$ cat src/rtl/eth_pkg.sv
// rtl/eth_pkg.sv - shared Ethernet CRC-32 and frame-length constants
package eth_pkg;

    localparam logic [31:0] CRC32_POLY    = 32'h04C11DB7;
    localparam logic [31:0] CRC32_INIT    = 32'hFFFFFFFF;
    localparam logic [31:0] CRC32_RESIDUE = 32'hDEBB20E3;

    localparam int ETH_MIN_FRAME = 64;
    localparam int ETH_MAX_FRAME = 1518;
    localparam int ETH_FCS_BYTES = 4;

    typedef enum logic [1:0] {
        ST_IDLE,
        ST_FILL,
        ST_STREAM
    } fcs_state_t;

endpackage

$ cat src/rtl/lfsr.sv
// rtl/lfsr.sv - generic combinational LFSR/CRC step over DATA_WIDTH input bits
module lfsr #(
    parameter int                    LFSR_WIDTH  = 32,
    parameter logic [LFSR_WIDTH-1:0] LFSR_POLY   = LFSR_WIDTH'(32'h04C11DB7),
    parameter                        LFSR_CONFIG = "GALOIS",
    parameter bit                    REVERSE     = 1'b1,
    parameter int                    DATA_WIDTH  = 8
) (
    input  logic [DATA_WIDTH-1:0] data_in,
    input  logic [LFSR_WIDTH-1:0] state_in,
    output logic [LFSR_WIDTH-1:0] state_out
);

    localparam bit GALOIS = (LFSR_CONFIG == "GALOIS");

    logic [LFSR_WIDTH-1:0] st;
    logic [LFSR_WIDTH-1:0] poly_r;
    logic                  fb;

    // REVERSE shifts LSB-first with the bit-reflected polynomial
    always_comb begin
        st     = state_in;
        fb     = 1'b0;
        poly_r = '0;
        for (int i = 0; i < LFSR_WIDTH; i++) begin
            poly_r[i] = LFSR_POLY[LFSR_WIDTH-1-i];
        end
        for (int i = 0; i < DATA_WIDTH; i++) begin
            if (REVERSE) begin
                if (GALOIS) begin
                    fb = st[0] ^ data_in[i];
                    st = st >> 1;
                    if (fb) st = st ^ poly_r;
                end else begin
                    fb = (^(st & poly_r)) ^ data_in[i];
                    st = {fb, st[LFSR_WIDTH-1:1]};
                end
            end else begin
                if (GALOIS) begin
                    fb = st[LFSR_WIDTH-1] ^ data_in[DATA_WIDTH-1-i];
                    st = st << 1;
                    if (fb) st = st ^ LFSR_POLY;
                end else begin
                    fb = (^(st & LFSR_POLY)) ^ data_in[DATA_WIDTH-1-i];
                    st = {st[LFSR_WIDTH-2:0], fb};
                end
            end
        end
        state_out = st;
    end

endmodule

$ cat src/rtl/eth_fcs_check.sv
// rtl/eth_fcs_check.sv - RX FCS check: CRC-32 residue test, FCS strip, length checks
module eth_fcs_check
    import eth_pkg::*;
#(
    parameter int MIN_FRAME_LEN = ETH_MIN_FRAME,
    parameter int MAX_FRAME_LEN = ETH_MAX_FRAME,
    parameter int LEN_WIDTH     = 16
) (
    input  logic       clk,
    input  logic       rst,
    input  logic [7:0] s_data,
    input  logic       s_valid,
    input  logic       s_last,
    input  logic       s_error,
    output logic [7:0] m_data,
    output logic       m_valid,
    output logic       m_last,
    output logic       m_user,
    output logic       stat_ok,
    output logic       stat_crc_err,
    output logic       stat_len_err
);

    localparam logic [LEN_WIDTH-1:0] LEN_SAT = '1;
    localparam logic [LEN_WIDTH-1:0] MIN_L   = LEN_WIDTH'(MIN_FRAME_LEN);
    localparam logic [LEN_WIDTH-1:0] MAX_L   = LEN_WIDTH'(MAX_FRAME_LEN);
    localparam logic [2:0]           FULL    = 3'(ETH_FCS_BYTES);

    fcs_state_t           state_q, state_d;
    logic [2:0]           cnt_q, cnt_d;
    logic [31:0]          crc_q, crc_d, crc_next;
    logic [3:0][7:0]      dly_q, dly_d;
    logic [LEN_WIDTH-1:0] len_q, len_d, len_inc;
    logic                 err_q, err_d;
    logic                 emit, crc_bad, len_bad, frame_bad;
    logic [7:0]           m_data_d;
    logic                 m_valid_d, m_last_d, m_user_d;
    logic                 ok_d, crc_err_d, len_err_d;

    lfsr #(
        .LFSR_WIDTH (32),
        .LFSR_POLY  (CRC32_POLY),
        .LFSR_CONFIG("GALOIS"),
        .REVERSE    (1'b1),
        .DATA_WIDTH (8)
    ) u_crc (
        .data_in  (s_data),
        .state_in (crc_q),
        .state_out(crc_next)
    );

    always_comb begin
        state_d   = state_q;
        cnt_d     = cnt_q;
        crc_d     = crc_q;
        dly_d     = dly_q;
        len_d     = len_q;
        err_d     = err_q;
        m_data_d  = dly_q[3];
        m_valid_d = 1'b0;
        m_last_d  = 1'b0;
        m_user_d  = 1'b0;
        ok_d      = 1'b0;
        crc_err_d = 1'b0;
        len_err_d = 1'b0;

        emit      = (state_q == ST_STREAM);
        len_inc   = (len_q == LEN_SAT) ? len_q : len_q + 1'b1;
        crc_bad   = (crc_next != CRC32_RESIDUE);
        // A frame whose s_last arrives before the delay line is full is a runt
        len_bad   = !emit || (len_inc > MAX_L) ||
                    ((MIN_FRAME_LEN != 0) && (len_inc < MIN_L));
        frame_bad = len_bad || crc_bad || err_q || s_error;

        if (s_valid) begin
            dly_d     = {dly_q[2:0], s_data};
            m_valid_d = emit;
            if (s_last) begin
                state_d   = ST_IDLE;
                cnt_d     = '0;
                crc_d     = CRC32_INIT;
                len_d     = '0;
                err_d     = 1'b0;
                m_last_d  = emit;
                m_user_d  = emit && frame_bad;
                len_err_d = len_bad;
                crc_err_d = !len_bad && crc_bad;
                ok_d      = !len_bad && !crc_bad && !err_q && !s_error;
            end else begin
                crc_d = crc_next;
                len_d = len_inc;
                err_d = err_q || s_error;
                if (!emit) begin
                    cnt_d   = cnt_q + 3'd1;
                    state_d = (cnt_q + 3'd1 == FULL) ? ST_STREAM : ST_FILL;
                end
            end
        end
    end

    always_ff @(posedge clk) begin
        if (rst) begin
            state_q      <= ST_IDLE;
            cnt_q        <= '0;
            crc_q        <= CRC32_INIT;
            dly_q        <= '0;
            len_q        <= '0;
            err_q        <= 1'b0;
            m_data       <= '0;
            m_valid      <= 1'b0;
            m_last       <= 1'b0;
            m_user       <= 1'b0;
            stat_ok      <= 1'b0;
            stat_crc_err <= 1'b0;
            stat_len_err <= 1'b0;
        end else begin
            state_q      <= state_d;
            cnt_q        <= cnt_d;
            crc_q        <= crc_d;
            dly_q        <= dly_d;
            len_q        <= len_d;
            err_q        <= err_d;
            m_data       <= m_data_d;
            m_valid      <= m_valid_d;
            m_last       <= m_last_d;
            m_user       <= m_user_d;
            stat_ok      <= ok_d;
            stat_crc_err <= crc_err_d;
            stat_len_err <= len_err_d;
        end
    end

endmodule

$ cat config.mk
export PLATFORM = sky130hd
export DESIGN_NAME = eth_fcs_check
export DESIGN_NICKNAME = d
export VERILOG_FILES = /design/src/rtl/eth_pkg.sv /design/src/rtl/lfsr.sv /design/src/rtl/eth_fcs_check.sv
export SDC_FILE = /design/constraint.sdc
export NUM_CORES = 1
export LEC_CHECK = 0
export CAP_MARGIN = 20
export CORE_MARGIN = 8
export CORE_UTILIZATION = 38
export CTS_BUF_LIST = sky130_fd_sc_hd__clkbuf_16
export CTS_CLUSTER_DIAMETER = 40
export DETAILED_ROUTE_END_ITERATION = 16
export PLACE_DENSITY = 0.63
export SYNTH_ARGS = -nofsm -noshare
export SYNTH_HDL_FRONTEND = slang
export SYNTH_SLANG_ARGS = --single-unit
$ cat constraint.sdc
create_clock -name clk -period 8.5 [get_ports clk]
set_input_delay 1.275 -clock clk [delete_from_list [all_inputs] [get_ports clk]]
set_output_delay 1.275 -clock clk [all_outputs]
set_load 0.1 [all_outputs]
Word-level counts from Yosys, hierarchy flattened
Index checks and enable logic that the tools add are counted.
{"block": "classes", "magnitude_cmp": 2, "shift": 0, "n_reduce_logical": 19, "bitwise_logic": 18, "addsub": 2, "n_eq_ne": 5, "div_mod_pow": 0, "mul": 0, "mux": 17}
{"cell": "$mux 32", "count": 9}
{"cell": "$not 13->14", "count": 8}
{"cell": "$mux 16", "count": 2}
{"cell": "$ne 32x32->1 const B", "count": 1}
{"cell": "$add 16x1->16 const B", "count": 1}
{"cell": "$eq 16x16->1 const B", "count": 1}
{"cell": "$gt 16x11->1 const B", "count": 1}
{"cell": "$lt 16x7->1 const B", "count": 1}
{"cell": "$xor 1x1->1", "count": 8}
{"cell": "$logic_or 1x1->1", "count": 6}
{"cell": "$mux 2", "count": 3}
{"cell": "$mux 3", "count": 2}
{"cell": "$logic_and 1x1->1", "count": 5}
{"cell": "$logic_not 1->1", "count": 5}
{"cell": "$add 3x1->3 const B", "count": 1}
{"cell": "$eq 3x3->1 const B", "count": 1}
{"cell": "$reduce_or 3->1", "count": 1}
{"cell": "$eq 2x2->1 const B", "count": 1}
{"cell": "$ne 2x2->1 const B", "count": 1}
{"cell": "$not 1->1", "count": 2}
{"cell": "$reduce_and 2->1", "count": 1}
{"cell": "$reduce_or 2->1", "count": 1}
{"cell": "$mux 1", "count": 1}
{"block": "word_totals", "input_bits": 13, "latchBits": 0, "output_inout_bits": 14, "ramBits": 0, "word_cells": 79, "n_memories": 0, "ff_bits": 100, "romBits": 0}

Longest topological paths before layout
{"block": "logic_depth", "word_depth": 21, "depth_mapped": 10, "mapped_depth_nobuf": 9}

By module
A second synthesis with hierarchy kept.
{"block": "hier_totals", "cells_unflattened": 517, "area_unflattened_um2": 5237.5}
{"mod": "eth_fcs_check", "seq_area_each_um2": 2001.9, "n_inst": 1, "cells_per_inst": 450, "area_per_inst_um2": 4246.6}
{"mod": "lfsr", "seq_area_each_um2": 0.0, "n_inst": 1, "cells_per_inst": 67, "area_per_inst_um2": 991.0}

Worst setup path before layout
OpenSTA, ideal clock, no wires.
{"block": "synth_timing", "kind": "input to register", "from": "input s_data[7]", "to": "register stat_ok", "setup_time_ps": 63, "setup_slack_ps": 4905, "path_stages": 9, "path_buffers": 0, "arrival_ps": 3532, "required_ps": 8437, "path_cell_list": "xnor2_2 > xnor2_1 > clkinv_1 > ha_1 > o211ai_1 > or4b_1 > a2111o_1 > nor4_2 > and4b_1"}
{"block": "synth_via", "elab_chain_len": 7}
{"element": "from (decl)", "line": "eth_fcs_check.sv:11", "rtl": "input logic [7:0] s_data,"}
{"element": "$xor 1x1->1", "line": "lfsr.sv:31", "rtl": "fb = st[0] ^ data_in[i];"}
{"element": "$mux 32", "line": "lfsr.sv:33", "rtl": "if (fb) st = st ^ poly_r;"}
{"element": "$ne 32x32->1", "line": "eth_fcs_check.sv:69", "rtl": "crc_bad = (crc_next != CRC32_RESIDUE);"}
{"element": "$logic_not 1->1", "line": "eth_fcs_check.sv:88", "rtl": "ok_d = !len_bad && !crc_bad && !err_q && !s_error;"}
{"element": "$logic_and 1x1->1 (3 in a row)", "line": "eth_fcs_check.sv:88"}
{"element": "to (signal assigned)", "line": "eth_fcs_check.sv:127", "rtl": "stat_ok <= ok_d;"}
{"element": "to (decl)", "line": "eth_fcs_check.sv:19", "rtl": "output logic stat_ok,"}
Every way passes these cells.
A chain may end at the register's enable or synchronous reset.

Worst setup path after layout
Same ends and word-level chain as after synthesis.

==> summary.txt <==
CTS Buffer Depth: 2
Initial antenna violation count: 0
Unrepaired setup endpoints after global routing: false
Mapped Area: 5220 um2
Clock transition at path regs: 70 ps
Routability Congestion: 0.865
First-pass GRT wire length: 19300 um
TritonCTS Buffers: 9
Post-synthesis to final-layout area growth: 13.6%
Lkg Pwr: 2.28 nW
Initial Utilization: 0.382
Critical path launch point type: input pin
Syn_nets: 581
Routed wl met3: 544 um
Fmax: 0.237 GHz
Crit end category: flip-flop
Max Cap Viol: 0
Worst-skew pair later-pin latency: 350 ps
Worst Reg2Reg Path Length in Cells: 8
Post-cts sizing count: 0
Tightest Pin Transition: 1060 ps
Count of pins over their slew limit: 0
Outcome: finished, final reports clean
DR DRC count: 0
Final Skew: 12.2 ps
DRT Wirelength: 11500 um
Antenna fix cells: 0
Top cells by area, synth: dfxtp_1, xnor2_1, mux2i_1
Yosys top cell area share: 0.383
Syn avg cell area: 9.26 um2
Worst EP arrival: 4500 ps
Setup TNS: 0 ps
Vias after detailed routing: 4059
Synth warnings: 0
CP peak stage delay: 520 ps
H-tree depth: 3
IO Port Bufs: 26
Met1 WL: 5200 um
Vias per inst: 5.35
Post-synthesis register bit count: 100
GRT Total Usage: 0.132
Row count: 43
Origin of the critical flop-to-flop path: len_q[0]
Drt pass-1 iters: 5
Post-route ant nets: 0
Initial drt markers: 308
CP Max Fanout: 8
I/O pins: 27
Setup crit start: s_data[7]
Unique masters post-synth: 56
Pwr dens: 226 nW/um2
Number of flops mapped to enable cells by yosys: 0
Die Width: 133 um
Total gr overflow: 0
Uppermost routed layer: met4
Worst path cell trace: clkdlybuf4s50_1, xnor2_2, xnor2_1, clkinv_1, ha_1, o211ai_1, or4b_1, a2111o_1, nor4_2, and4b_1
Die Ht: 133 um
CTS tree: done
Root buf cell: clkbuf_16
Min-delay worst type: reg -> reg
Synth Instances: 564
Placed wire-length estimate: 7900 um
Die area: 17700 um2
Hold Violations, Final: 0
Final min period: 4210 ps
Fraction of layout cells with a size suffix above 1: 0.0744
Core box area: 13700 um2
Sink Count: 100
Vias in the first global route: 3844
Req. time, crit path: 8780 ps
Slew margin rel.: 0.276
Nets: 590
Worst Setup EP: stat_ok
Hold WS: 467 ps
R2r setup slk: 5030 ps
Slowest library cell on the worst path: or4b_1
Ys flop type: dfxtp_1
Asr flop ratio synth: 0
Largest area contributor in the netlist: dfxtp_1
Drt wl/cell: 15.2 um
Crit path kind: in -> reg
Fin crit share: 0.496
# Post-CTS Setup Buffers: 0
CTS Hold Buffers Added: 0
Final setup viols: 0
Peak supply drop: 0.175 mV
Largest net degree at the start of global routing: 97
DR WL met2: 5590 um
Reg-to-Reg End: stat_ok
Post-synthesis sequential area ratio: 0.383
## placed cells by master (no fill, tap or decap), types with 3 or more instances in the layout
cell type | Yosys | final
a211o_1 | 3 | 3
a211oi_1 | 3 | 3
a21oi_1 | 19 | 19
a22oi_1 | 5 | 5
a31oi_1 | 6 | 6
and3_1 | 11 | 11
and4_1 | 5 | 5
buf_4 | 0 | 3
clkbuf_16 | 0 | 9
clkdlybuf4s50_1 | 0 | 24
clkinv_8 | 0 | 4
dfxtp_1 | 100 | 100
ha_1 | 4 | 4
inv_1 | 8 | 8
mux2i_1 | 36 | 36
nand2_1 | 22 | 22
nand2b_1 | 25 | 25
nand3_1 | 10 | 10
nand4_1 | 5 | 5
nor2_1 | 78 | 78
nor2b_1 | 8 | 8
nor3_1 | 16 | 16
nor3b_1 | 3 | 3
nor4_1 | 6 | 6
o211ai_1 | 3 | 3
o21ai_0 | 18 | 18
o22ai_1 | 21 | 21
or2_2 | 9 | 9
xnor2_1 | 44 | 44
xnor2_2 | 5 | 5
xnor2_4 | 3 | 3
xnor3_1 | 12 | 12
xor2_1 | 11 | 11
## stage by stage
stage	util	cells	cell area (um2)	setup slack [ps]	total power, mW
floorplan	-	564	5220	4900	0.849
global placement	0.410	741	5600	4000	0.931
finish	0.434	758	5930	4290	1.34
global route	0.434	758	5930	4070	1.41
detailed placement	0.411	742	5610	3900	0.935
CTS	0.434	758	5930	4260	1.36
## final cells by class
class                           count  area (um2)
Fill cell                        1398        7740
Multi-Input combinational cell    423        3070
Sequential cell                   100        2000
Timing Repair Buffer               29         283
Clock buffer                        9         225
Tap cell                          180         225
Clock inverter                      7        91.3
Inverter                           10        37.5
## worst min path at each step
| stage | startpoint | slack [ps] | depth (start not counted) | to |
|---|---|---|---|---|
| floorplan | m_data_d[0] | 440 | 1 | m_data[0] |
| global placement | m_data_d[4] | 460 | 1 | m_data[4] |
| detailed placement | m_data_d[5] | 450 | 1 | m_data[5] |
| CTS | m_data_d[7] | 470 | 1 | m_data[7] |
| global route | m_data_d[4] | 480 | 1 | m_data[4] |
| finish | m_data_d[7] | 470 | 1 | m_data[7] |
## cells by family (layout without fill, tap and decap cells)
family,count (synthesis),in the layout,synth area share
xor+xnor,77,77,0.182
mux,37,37,0.0733
compound gates,96,96,0.119
flops,100,100,0.383
simple gates,209,209,0.204
fa+ha+maj,4,4,0.00959
buf+inv,41,55,0.0295
## cell usage after synthesis (6+ instances only)
master,number
dfxtp_1,100
nor2_1,78
xnor2_1,44
mux2i_1,36
clkbuf_1,27
nand2b_1,25
nand2_1,22
o22ai_1,21
a21oi_1,19
o21ai_0,18
nor3_1,16
xnor3_1,12
and3_1,11
xor2_1,11
nand3_1,10
or2_2,9
inv_1,8
nor2b_1,8
a31oi_1,6
nor4_1,6
## critical path, delay by kind of cell
kind	cells	cell delay (ps)
AND/OR/NAND/NOR	3	1160
XOR/XNOR	2	740
buffers and inverters	2	680
AO/OA/AOI/OAI	2	470
adder cells (fa/ha/maj)	1	170
## registers in the layout (all words and copies together) (netlist names)
register	flops
m_data	8
m_last	1
stat_len_err	1
state_q	2
m_valid	1
cnt_q	3
crc_q	32
dly_q	24
stat_crc_err	1
err_q	1
stat_ok	1
m_user	1
len_q	16
m_data_d	8
## layer usage
metal | up-vias | track usage
met5 | - | 0
met4 | 0 | 0.0524
met3 | 12 | 0.0331
met2 | 94 | 0.215
met1 | 1955 | 0.165
li1 | 1998 | -
## where the power goes
| group | internal, mW | total [mW] | switching (mW) |
|---|---|---|---|
| Sequential | 0.495 | 0.520 | 0.0249 |
| Clock | 0.211 | 0.415 | 0.204 |
| Combinational | 0.197 | 0.405 | 0.208 |
Power figures use the tool's default switching activity.
